$ cat src/rtl/imem_loader_if.sv
// Handshake and memory-write bundle between the byte-stream host and imem_loader.
// The loader takes the slave view; the host or bench takes the master view.
interface imem_loader_if #(
  parameter int ADDR_W = 8
);
  logic              start;
  logic [ADDR_W:0]   word_count;
  logic              in_valid;
  logic [7:0]        in_data;
  logic              in_ready;
  logic              mem_we;
  logic [ADDR_W-1:0] mem_addr;
  logic [31:0]       mem_wdata;
  logic              cpu_hold;
  logic              done;
  logic              error;

  modport master (
    output start, word_count, in_valid, in_data,
    input  in_ready, mem_we, mem_addr, mem_wdata, cpu_hold, done, error
  );

  modport slave (
    input  start, word_count, in_valid, in_data,
    output in_ready, mem_we, mem_addr, mem_wdata, cpu_hold, done, error
  );
endinterface

$ cat src/rtl/imem_loader.sv
// Loads big-endian 32-bit words from a byte stream into instruction memory, holding the CPU meanwhile.
// Optional trailing checksum check is compiled in with IMEM_CHECKSUM_EN.
module imem_loader #(
  parameter int ADDR_W = 8
) (
  input  logic         clk,
  input  logic         rst,
  imem_loader_if.slave bus
);

  typedef enum logic [2:0] {
    IDLE,
    RECV,
    WRITE,
`ifdef IMEM_CHECKSUM_EN
    CHECK,
`endif
    DONE
  } state_t;

  state_t            state_reg;
  logic [1:0]        byte_cnt_reg;
  logic [ADDR_W-1:0] addr_reg;
  logic [ADDR_W:0]   words_left_reg;
  logic [31:0]       word_reg;
  logic              in_ready_reg;
  logic              mem_we_reg;
  logic [ADDR_W-1:0] mem_addr_reg;
  logic [31:0]       mem_wdata_reg;
  logic              cpu_hold_reg;
  logic              done_reg;
`ifdef IMEM_CHECKSUM_EN
  logic [31:0]       sum_reg;
  logic              error_reg;
`endif

  logic        accept;
  logic [31:0] word_next;

  assign accept    = bus.in_valid & in_ready_reg;
  assign word_next = {word_reg[23:0], bus.in_data};

  always_ff @(posedge clk or posedge rst) begin
    if (rst) begin
      state_reg      <= IDLE;
      byte_cnt_reg   <= '0;
      addr_reg       <= '0;
      words_left_reg <= '0;
      word_reg       <= '0;
      in_ready_reg   <= 1'b0;
      mem_we_reg     <= 1'b0;
      mem_addr_reg   <= '0;
      mem_wdata_reg  <= '0;
      cpu_hold_reg   <= 1'b1;
      done_reg       <= 1'b0;
`ifdef IMEM_CHECKSUM_EN
      sum_reg        <= '0;
      error_reg      <= 1'b0;
`endif
    end else begin
      mem_we_reg <= 1'b0;
      case (state_reg)
        IDLE, DONE: begin
          if (bus.start) begin
            byte_cnt_reg   <= '0;
            addr_reg       <= '0;
            words_left_reg <= bus.word_count;
            done_reg       <= 1'b0;
            cpu_hold_reg   <= 1'b1;
`ifdef IMEM_CHECKSUM_EN
            sum_reg        <= '0;
            error_reg      <= 1'b0;
`endif
            if (bus.word_count != '0) begin
              state_reg    <= RECV;
              in_ready_reg <= 1'b1;
            end else begin
`ifdef IMEM_CHECKSUM_EN
              state_reg    <= CHECK;
              in_ready_reg <= 1'b1;
`else
              state_reg    <= DONE;
              done_reg     <= 1'b1;
              cpu_hold_reg <= 1'b0;
`endif
            end
          end
        end

        RECV: begin
          if (accept) begin
            word_reg     <= word_next;
            byte_cnt_reg <= byte_cnt_reg + 2'd1;
            // Fourth byte: present the assembled word on the write port next cycle.
            if (byte_cnt_reg == 2'd3) begin
              state_reg     <= WRITE;
              in_ready_reg  <= 1'b0;
              mem_we_reg    <= 1'b1;
              mem_addr_reg  <= addr_reg;
              mem_wdata_reg <= word_next;
            end
          end
        end

        WRITE: begin
          addr_reg       <= addr_reg + 1'b1;
          words_left_reg <= words_left_reg - 1'b1;
`ifdef IMEM_CHECKSUM_EN
          sum_reg        <= sum_reg + word_reg;
`endif
          if (words_left_reg != (ADDR_W+1)'(1)) begin
            state_reg    <= RECV;
            in_ready_reg <= 1'b1;
          end else begin
`ifdef IMEM_CHECKSUM_EN
            state_reg    <= CHECK;
            in_ready_reg <= 1'b1;
`else
            state_reg    <= DONE;
            done_reg     <= 1'b1;
            cpu_hold_reg <= 1'b0;
`endif
          end
        end

`ifdef IMEM_CHECKSUM_EN
        CHECK: begin
          if (accept) begin
            word_reg     <= word_next;
            byte_cnt_reg <= byte_cnt_reg + 2'd1;
            if (byte_cnt_reg == 2'd3) begin
              error_reg    <= (word_next != sum_reg);
              state_reg    <= DONE;
              in_ready_reg <= 1'b0;
              done_reg     <= 1'b1;
              cpu_hold_reg <= 1'b0;
            end
          end
        end
`endif

        default: begin
          state_reg    <= IDLE;
          in_ready_reg <= 1'b0;
          cpu_hold_reg <= 1'b1;
          done_reg     <= 1'b0;
        end
      endcase
    end
  end

  assign bus.in_ready  = in_ready_reg;
  assign bus.mem_we    = mem_we_reg;
  assign bus.mem_addr  = mem_addr_reg;
  assign bus.mem_wdata = mem_wdata_reg;
  assign bus.cpu_hold  = cpu_hold_reg;
  assign bus.done      = done_reg;
`ifdef IMEM_CHECKSUM_EN
  assign bus.error     = error_reg;
`else
  assign bus.error     = 1'b0;
`endif

endmodule
$ cat src/flat_wrapper.sv
// flat-port wrapper written by rule: the top's interface ports become plain ports
module imem_loader_flat 
#(
  parameter int ADDR_W = 8
)
  (clk, rst, bus_start, bus_word_count, bus_in_valid, bus_in_data, bus_in_ready, bus_mem_we, bus_mem_addr, bus_mem_wdata, bus_cpu_hold, bus_done, bus_error);
  imem_loader_if #(.ADDR_W(ADDR_W)) bus_i ();
  input  logic clk;
  input  logic rst;
  input wire logic [$bits(bus_i.start)-1:0] bus_start;
  input wire logic [$bits(bus_i.word_count)-1:0] bus_word_count;
  input wire logic [$bits(bus_i.in_valid)-1:0] bus_in_valid;
  input wire logic [$bits(bus_i.in_data)-1:0] bus_in_data;
  output wire logic [$bits(bus_i.in_ready)-1:0] bus_in_ready;
  output wire logic [$bits(bus_i.mem_we)-1:0] bus_mem_we;
  output wire logic [$bits(bus_i.mem_addr)-1:0] bus_mem_addr;
  output wire logic [$bits(bus_i.mem_wdata)-1:0] bus_mem_wdata;
  output wire logic [$bits(bus_i.cpu_hold)-1:0] bus_cpu_hold;
  output wire logic [$bits(bus_i.done)-1:0] bus_done;
  output wire logic [$bits(bus_i.error)-1:0] bus_error;
  assign bus_i.start = bus_start;
  assign bus_i.word_count = bus_word_count;
  assign bus_i.in_valid = bus_in_valid;
  assign bus_i.in_data = bus_in_data;
  assign bus_in_ready = bus_i.in_ready;
  assign bus_mem_we = bus_i.mem_we;
  assign bus_mem_addr = bus_i.mem_addr;
  assign bus_mem_wdata = bus_i.mem_wdata;
  assign bus_cpu_hold = bus_i.cpu_hold;
  assign bus_done = bus_i.done;
  assign bus_error = bus_i.error;
  imem_loader #(.ADDR_W(ADDR_W)) u_core (.clk(clk), .rst(rst), .bus(bus_i));
endmodule
$ cat config.mk
export PLATFORM = sky130hd
export DESIGN_NAME = imem_loader_flat
export DESIGN_NICKNAME = d
export VERILOG_FILES = /design/src/rtl/imem_loader_if.sv /design/src/rtl/imem_loader.sv /design/src/flat_wrapper.sv
export SDC_FILE = /design/constraint.sdc
export NUM_CORES = 1
export LEC_CHECK = 0
export CELL_PAD_IN_SITES_DETAIL_PLACEMENT = 1
export CELL_PAD_IN_SITES_GLOBAL_PLACEMENT = 1
export CORE_ASPECT_RATIO = 0.5
export CORE_MARGIN = 10
export CORE_UTILIZATION = 35
export CTS_CLUSTER_DIAMETER = 150
export DETAILED_ROUTE_END_ITERATION = 7
export GPL_TIMING_DRIVEN = 0
export MAX_ROUTING_LAYER = met4
export PLACE_DENSITY = 0.72
export RECOVER_POWER = 100
export SYNTH_ARGS = -nofsm -noshare
export SYNTH_HDL_FRONTEND = slang
export SYNTH_SLANG_ARGS = --single-unit
$ cat constraint.sdc
create_clock -name clk -period 2.64 [get_ports clk]
set_input_delay 0.528 -clock clk [delete_from_list [all_inputs] [get_ports clk]]
set_output_delay 0.528 -clock clk [all_outputs]
set_load 0.005 [all_outputs]
Yosys cells after proc, flatten, opt, wreduce, memory -nomap -nowiden
Index checks and enable logic that the tools add are counted.
{"block": "op_classes", "muxes": 30, "n_addsub": 3, "eq_ne": 11, "bitwise_logic": 2, "n_reduce_logical": 12}
{"op": "$pmux W9 S2", "count": 1}
{"op": "$pmux W8 S2", "count": 1}
{"op": "$mux W1", "count": 14}
{"op": "$reduce_and A3 Y1", "count": 4}
{"op": "$mux W3", "count": 3}
{"op": "$mux W9", "count": 1}
{"op": "$ne A9 B1 Y1 const B", "count": 1}
{"op": "$pmux W1 S3", "count": 3}
{"op": "$pmux W3 S3", "count": 1}
{"op": "$reduce_bool A9 Y1", "count": 1}
{"op": "$sub A9 B1 Y9 const B", "count": 1}
{"op": "$add A8 B1 Y8 const B", "count": 1}
{"op": "$mux W2", "count": 4}
{"op": "$mux W8", "count": 1}
{"op": "$ne A2 B1 Y1 const B", "count": 4}
{"op": "$eq A3 B2 Y1 const B", "count": 2}
{"op": "$reduce_and A5 Y1", "count": 1}
{"op": "$ne A2 B2 Y1 const B", "count": 2}
{"op": "$pmux W2 S2", "count": 1}
{"op": "$reduce_and A2 Y1", "count": 2}
{"op": "$reduce_bool A2 Y1", "count": 2}
{"op": "$eq A3 B1 Y1 const B", "count": 1}
{"op": "$logic_not A3 Y1", "count": 1}
{"op": "$add A2 B1 Y2 const B", "count": 1}
{"op": "4 further kinds", "count": 4}
{"block": "totals", "ff_bits": 90, "inputBits": 21, "wordCells": 69}

Logic depth before layout (Yosys ltp)
{"block": "logic_depth", "depth_word": 4, "ltp_mapped": 8, "depth_no_buf": 6}

Least setup slack after synthesis
No wires, ideal clock.
{"block": "synth_path", "path_kind": "register to register", "startpoint": "register u_core.state_reg[0]", "endpoint": "register u_core.done_reg, in the netlist u_core.bus.done", "setup_ns": 0.127, "stages_incl_launch_ff": 7, "t_required_ns": 2.513, "t_arrival_ns": 1.615, "path_slack_ns": 0.898, "path_cell_list": "dfrtp_1 -> inv_1 -> ha_1 -> buf_2 -> nor2b_1 -> a211o_1 -> mux2_1"}
{"block": "synth_via", "elab_chain_len": 4, "word_cells_on_any_way": 10}
{"element": "from (decl)", "line": "imem_loader.sv:21", "text": "state_t state_reg;"}
{"element": "from (signal assigned)", "line": "imem_loader.sv:45", "text": "state_reg <= IDLE;"}
{"element": "from (signal assigned)", "line": "imem_loader.sv:75", "text": "state_reg <= RECV;"}
{"element": "from (signal assigned)", "line": "imem_loader.sv:82", "text": "state_reg <= DONE;"}
{"element": "$eq A3 B2 Y1 / $logic_not A3 Y1 (equally long branches)", "line": "imem_loader.sv:62", "text": "case (state_reg)"}
{"element": "$reduce_or A2 Y1", "line": "imem_loader.sv:62"}
{"element": "$ne A2 B2 Y1 (no line)"}
{"element": "$reduce_and A3 Y1 (no line)"}
{"element": "to (signal assigned)", "line": "imem_loader.sv:55", "text": "done_reg <= 1'b0;"}
{"element": "to (signal assigned)", "line": "imem_loader.sv:68", "text": "done_reg <= 1'b0;"}
{"element": "to (signal assigned)", "line": "imem_loader.sv:83", "text": "done_reg <= 1'b1;"}
{"element": "to (decl)", "line": "imem_loader.sv:31", "text": "logic done_reg;"}
Parallel ways exist; a longest one is shown, timed or not.
A chain may end at the register's enable or synchronous reset.

Worst setup path after layout
{"block": "layout_path", "startpoint": "register u_core.state_reg[1]", "endpoint": "register u_core.mem_addr_reg[7], in the netlist u_core.bus.mem_addr[7]"}
{"block": "layout_via", "elab_chain_len": 2}
{"element": "$eq A3 B1 Y1", "line": "imem_loader.sv:62"}
{"element": "$reduce_and A3 Y1 (no line)"}
{"element": "to (signal assigned)", "line": "imem_loader.sv:99", "text": "mem_addr_reg <= addr_reg;"}
{"element": "to (decl)", "line": "imem_loader.sv:28", "text": "logic [ADDR_W-1:0] mem_addr_reg;"}
Every way passes these cells.

==> impl_metrics.xml <==
<?xml version="1.0" encoding="UTF-8"?>
<metrics>
  <group name="synth">
    <metric name="synth-seq-area-share" unit="">0.578</metric>
    <metric name="ys_warn_count" unit="">0</metric>
    <metric name="synth-main-ff-cell" unit="">dfrtp_1</metric>
    <metric name="yosys.cell_count.top_type" unit="">nand2_1</metric>
    <metric name="synthesis.area_per_instance" unit="um2">11.0</metric>
    <metric name="summed_instance_area_of_the_synthesized_netlist" unit="um2">3850</metric>
    <metric name="netlist-cell-type-count" unit="">41</metric>
    <metric name="synth_top_cells_by_area" unit="">dfrtp_1 57%, nand2_1 8.8%, mux2_2 8.5%, mux2_1 4.1%, ha_1 2.3%</metric>
    <metric name="yosysTopAreaCellShare" unit="">0.571</metric>
    <metric name="synth_nets" unit="">378</metric>
    <metric name="syn-instance-count" unit="">350</metric>
    <metric name="synth_edf_count" unit="">0</metric>
    <metric name="synth_common_cells" unit="">90 x nand2_1, 88 x dfrtp_1, 29 x mux2_2, 15 x a21oi_1</metric>
    <metric name="synth_top_area_cell" unit="">dfrtp_1</metric>
    <metric name="async_flop_share" unit="">1.00</metric>
    <metric name="yosys_register_bits" unit="">89</metric>
  </group>
  <group name="clock_network">
    <metric name="insertion_delay" unit="ps">340</metric>
    <metric name="holdBufCountCts" unit="">0</metric>
    <metric name="post_cts_repair_resize_count" unit="">0</metric>
    <metric name="cts_buffers" unit="">9</metric>
    <metric name="clk_pin_slew_worst_paths" unit="ps">60</metric>
    <metric name="h_tree_level_count" unit="">3</metric>
    <metric name="cts_setup_buffers" unit="">0</metric>
    <metric name="clk_root_buffer_cell" unit="">clkbuf_16</metric>
    <metric name="clockBufferDepth" unit="">2</metric>
    <metric name="clock_sink_total" unit="">89</metric>
    <metric name="tritoncts" unit="">done</metric>
  </group>
  <group name="global_route">
    <metric name="grt_pass1_vias" unit="">3030</metric>
    <metric name="grt-ovfl-total" unit="">0</metric>
    <metric name="grt_antenna_before_repair" unit="">0</metric>
    <metric name="grt_start_max_net_pins" unit="">41</metric>
    <metric name="grt_first_pass_wirelength" unit="mm">15.6</metric>
    <metric name="grt_usage" unit="">0.125</metric>
  </group>
  <group name="timing">
    <metric name="final-setup-viol-count" unit="">0</metric>
    <metric name="grt_setup_unrepaired" unit="">false</metric>
    <metric name="worst_clock_skew" unit="ps">5.75</metric>
    <metric name="timing.fmax" unit="MHz">453</metric>
    <metric name="final_min_period_over_clock_period" unit="">0.836</metric>
    <metric name="slew_headroom" unit="">0.347</metric>
    <metric name="setup_tns" unit="ps">0</metric>
    <metric name="period_minus_slack" unit="ps">2210</metric>
    <metric name="timing_worst_slew_pin_value" unit="ps">980</metric>
    <metric name="hold_viol_final" unit="">0</metric>
    <metric name="hold_slack" unit="ps">475</metric>
    <metric name="final_max_slew_viol_count" unit="">0</metric>
  </group>
  <group name="route">
    <metric name="total_detailed_routing_wirelength" unit="mm">9.10</metric>
    <metric name="num_vias" unit="">2791</metric>
    <metric name="vias_per_cell" unit="">4.90</metric>
    <metric name="detailedRoute.firstPassIterationCount" unit="">4</metric>
    <metric name="route.detailed.drc" unit="">0</metric>
    <metric name="wl_per_cell" unit="um">16.0</metric>
    <metric name="postRouteAntennaNets" unit="">0</metric>
    <metric name="iter_0_drt_violations" unit="">109</metric>
  </group>
  <group name="die">
    <metric name="die_h" unit="um">94.2</metric>
    <metric name="die_area" unit="um2">15900</metric>
    <metric name="top_level_ports" unit="">66</metric>
    <metric name="floorplan.rows" unit="">26</metric>
    <metric name="starting_density_of_the_core" unit="">0.368</metric>
    <metric name="core-area" unit="um2">10500</metric>
    <metric name="floorplan.die.width" unit="um">168</metric>
  </group>
  <group name="critical_path">
    <metric name="cp_top_family" unit="">buffers and inverters</metric>
    <metric name="crit_path_max_fanout" unit="">10</metric>
    <metric name="critPathRequiredTime" unit="ps">2860</metric>
    <metric name="path_cells" unit="">inv_1, ha_1, and3_1, clkbuf_1, nand2_1, buf_2, mux2_1</metric>
    <metric name="timing.critical_path.arrival" unit="ps">2420</metric>
    <metric name="cp_slowest_cell" unit="">dfrtp_1</metric>
    <metric name="total_buffers_and_inverters_traversed_by_the_critical_path" unit="">3</metric>
    <metric name="worst-setup-path-type" unit="">flop to flop</metric>
    <metric name="startpoint_type" unit="">flop</metric>
    <metric name="critPathMaxStageDelay" unit="ps">400</metric>
    <metric name="critical_path.endpoint_type" unit="">flop</metric>
  </group>
  <group name="place">
    <metric name="numPlacedInstances" unit="">555</metric>
    <metric name="routability_congestion" unit="">0.808</metric>
    <metric name="portbufs" unit="">63</metric>
    <metric name="detailedPlacementHpwl" unit="mm">6.78</metric>
  </group>
  <group name="power">
    <metric name="seq_power_share" unit="">0.427</metric>
    <metric name="p_leak" unit="nW">2.45</metric>
    <metric name="fin_total_pwr" unit="W">0.00519</metric>
    <metric name="power.share.clock" unit="">0.230</metric>
    <metric name="p_int" unit="W">0.00341</metric>
    <metric name="switching_share" unit="">0.342</metric>
    <metric name="total_switching_power" unit="W">0.00178</metric>
    <metric name="vdd_ir_drop_max" unit="mV">0.365</metric>
    <metric name="comb_power_share" unit="">0.343</metric>
    <metric name="power_density" unit="nW/um2">1050</metric>
  </group>
  <group name="cells_and_area">
    <metric name="final_core_utilization" unit="">0.472</metric>
    <metric name="multi_input_comb_area" unit="um2">1510</metric>
    <metric name="post_route_cells_drive_above_1_share" unit="">0.133</metric>
    <metric name="instances_no_fill" unit="">570</metric>
    <metric name="nFillCells" unit="">1156</metric>
    <metric name="largest_register_ffs" unit="">32</metric>
    <metric name="antenna_cells" unit="">0</metric>
    <metric name="nets" unit="">454</metric>
    <metric name="regArea" unit="um2">2230</metric>
    <metric name="layout-area-overhead-vs-synth" unit="%">28.3</metric>
  </group>
  <group name="outcome">
    <metric name="result_of_the_run" unit="">completed</metric>
  </group>
  <group name="min_path">
    <metric name="worstHoldPathType" unit="">flop to flop</metric>
  </group>
  <group name="run">
    <metric name="timing.max_cap.violations" unit="">0</metric>
  </group>
</metrics>
==> metal layers <==
layer / vias up / global-route usage / share of wire
li1: 1344 / - / -
met1: 1399 / 0.143 / 0.45
met2: 39 / 0.211 / 0.50
met3: 9 / 0.0380 / 0.037
met4: 0 / 0.0303 / 0.0093
met5: - / - / 0
==> power groups by stage <==
stage | Combinational (W) | Clock (W) | Sequential (W)
floorplan | 0.00109 | 0 | 0.00219
CTS | 0.00194 | 0.00123 | 0.00224
global route | 0.00205 | 0.00130 | 0.00230
detailed placement | 0.00193 | 0 | 0.00226
finish | 0.00178 | 0.00119 | 0.00222
global placement | 0.00187 | 0 | 0.00224
==> placed cells by master (no fill, tap or decap), types with 5 or more instances in the layout <==
master and count:
a21oi_1 15, buf_2 6, clkbuf_1 9, clkbuf_16 9, clkdlybuf4s50_1 18, dfrtp_1 88
dlygate4sd3_1 45, ha_1 7, inv_1 9, mux2_1 15, mux2_2 28, mux2i_1 8
nand2_1 91, nand3_1 8, nor2_1 10, nor3_1 5, o21ai_0 14, o22ai_1 6
==> worst reg2reg max path: stages, from the launching register on <==
cell      delay (ps)
dfrtp_1          400
inv_1             80
ha_1             270
and3_1           190
clkbuf_1         320
nand2_1          220
buf_2            270
mux2_1           340
==> logic make-up (layout without fill, tap and decap cells) <==
kind of cell,after synthesis,in the layout,share of synthesized area
simple gates,127,127,0.145
fa+ha+maj,7,7,0.0227
flops,89,89,0.578
buf+inv,27,107,0.0299
mux,51,51,0.146
compound gates,47,47,0.0740
other cells,1,1,0.000973
xor+xnor,1,1,0.00227
==> cell type report <==
type                    instances  area share
well taps                     140      0.0354
flip-flops and latches         89       0.451
inverters                      10     0.00785
clock buffers                  10      0.0483
multi-input cells             234       0.305
repair buffers                 65       0.130
plain buffers                  17      0.0152
clock inverters                 5     0.00785
==> final timing paths <==
check	start	endpoint	slack, ps	cells past startpoint
worst max-delay path	u_core.state_reg[1]	u_core.bus.mem_addr[7]	430	7
worst min-delay path	u_core.word_reg[21]	u_core.word_reg[21]	480	2
worst max register to register	u_core.state_reg[1]	u_core.bus.mem_addr[7]	430	7
max in group asynchronous	rst	u_core.bus.mem_wdata[6]	630	3
min in group asynchronous	rst	u_core.bus.mem_wdata[20]	690	2
worst min register to register	u_core.word_reg[21]	u_core.word_reg[21]	480	2
==> through the flow <==
stage / instance area [um2] / worst slack, ps
finish: 4940 / 433
global route: 4940 / 193
CTS: 4980 / 572
detailed placement: 4700 / 360
global placement: 4660 / 16.1
floorplan: 3860 / 898
Power figures use the tool's default switching activity.
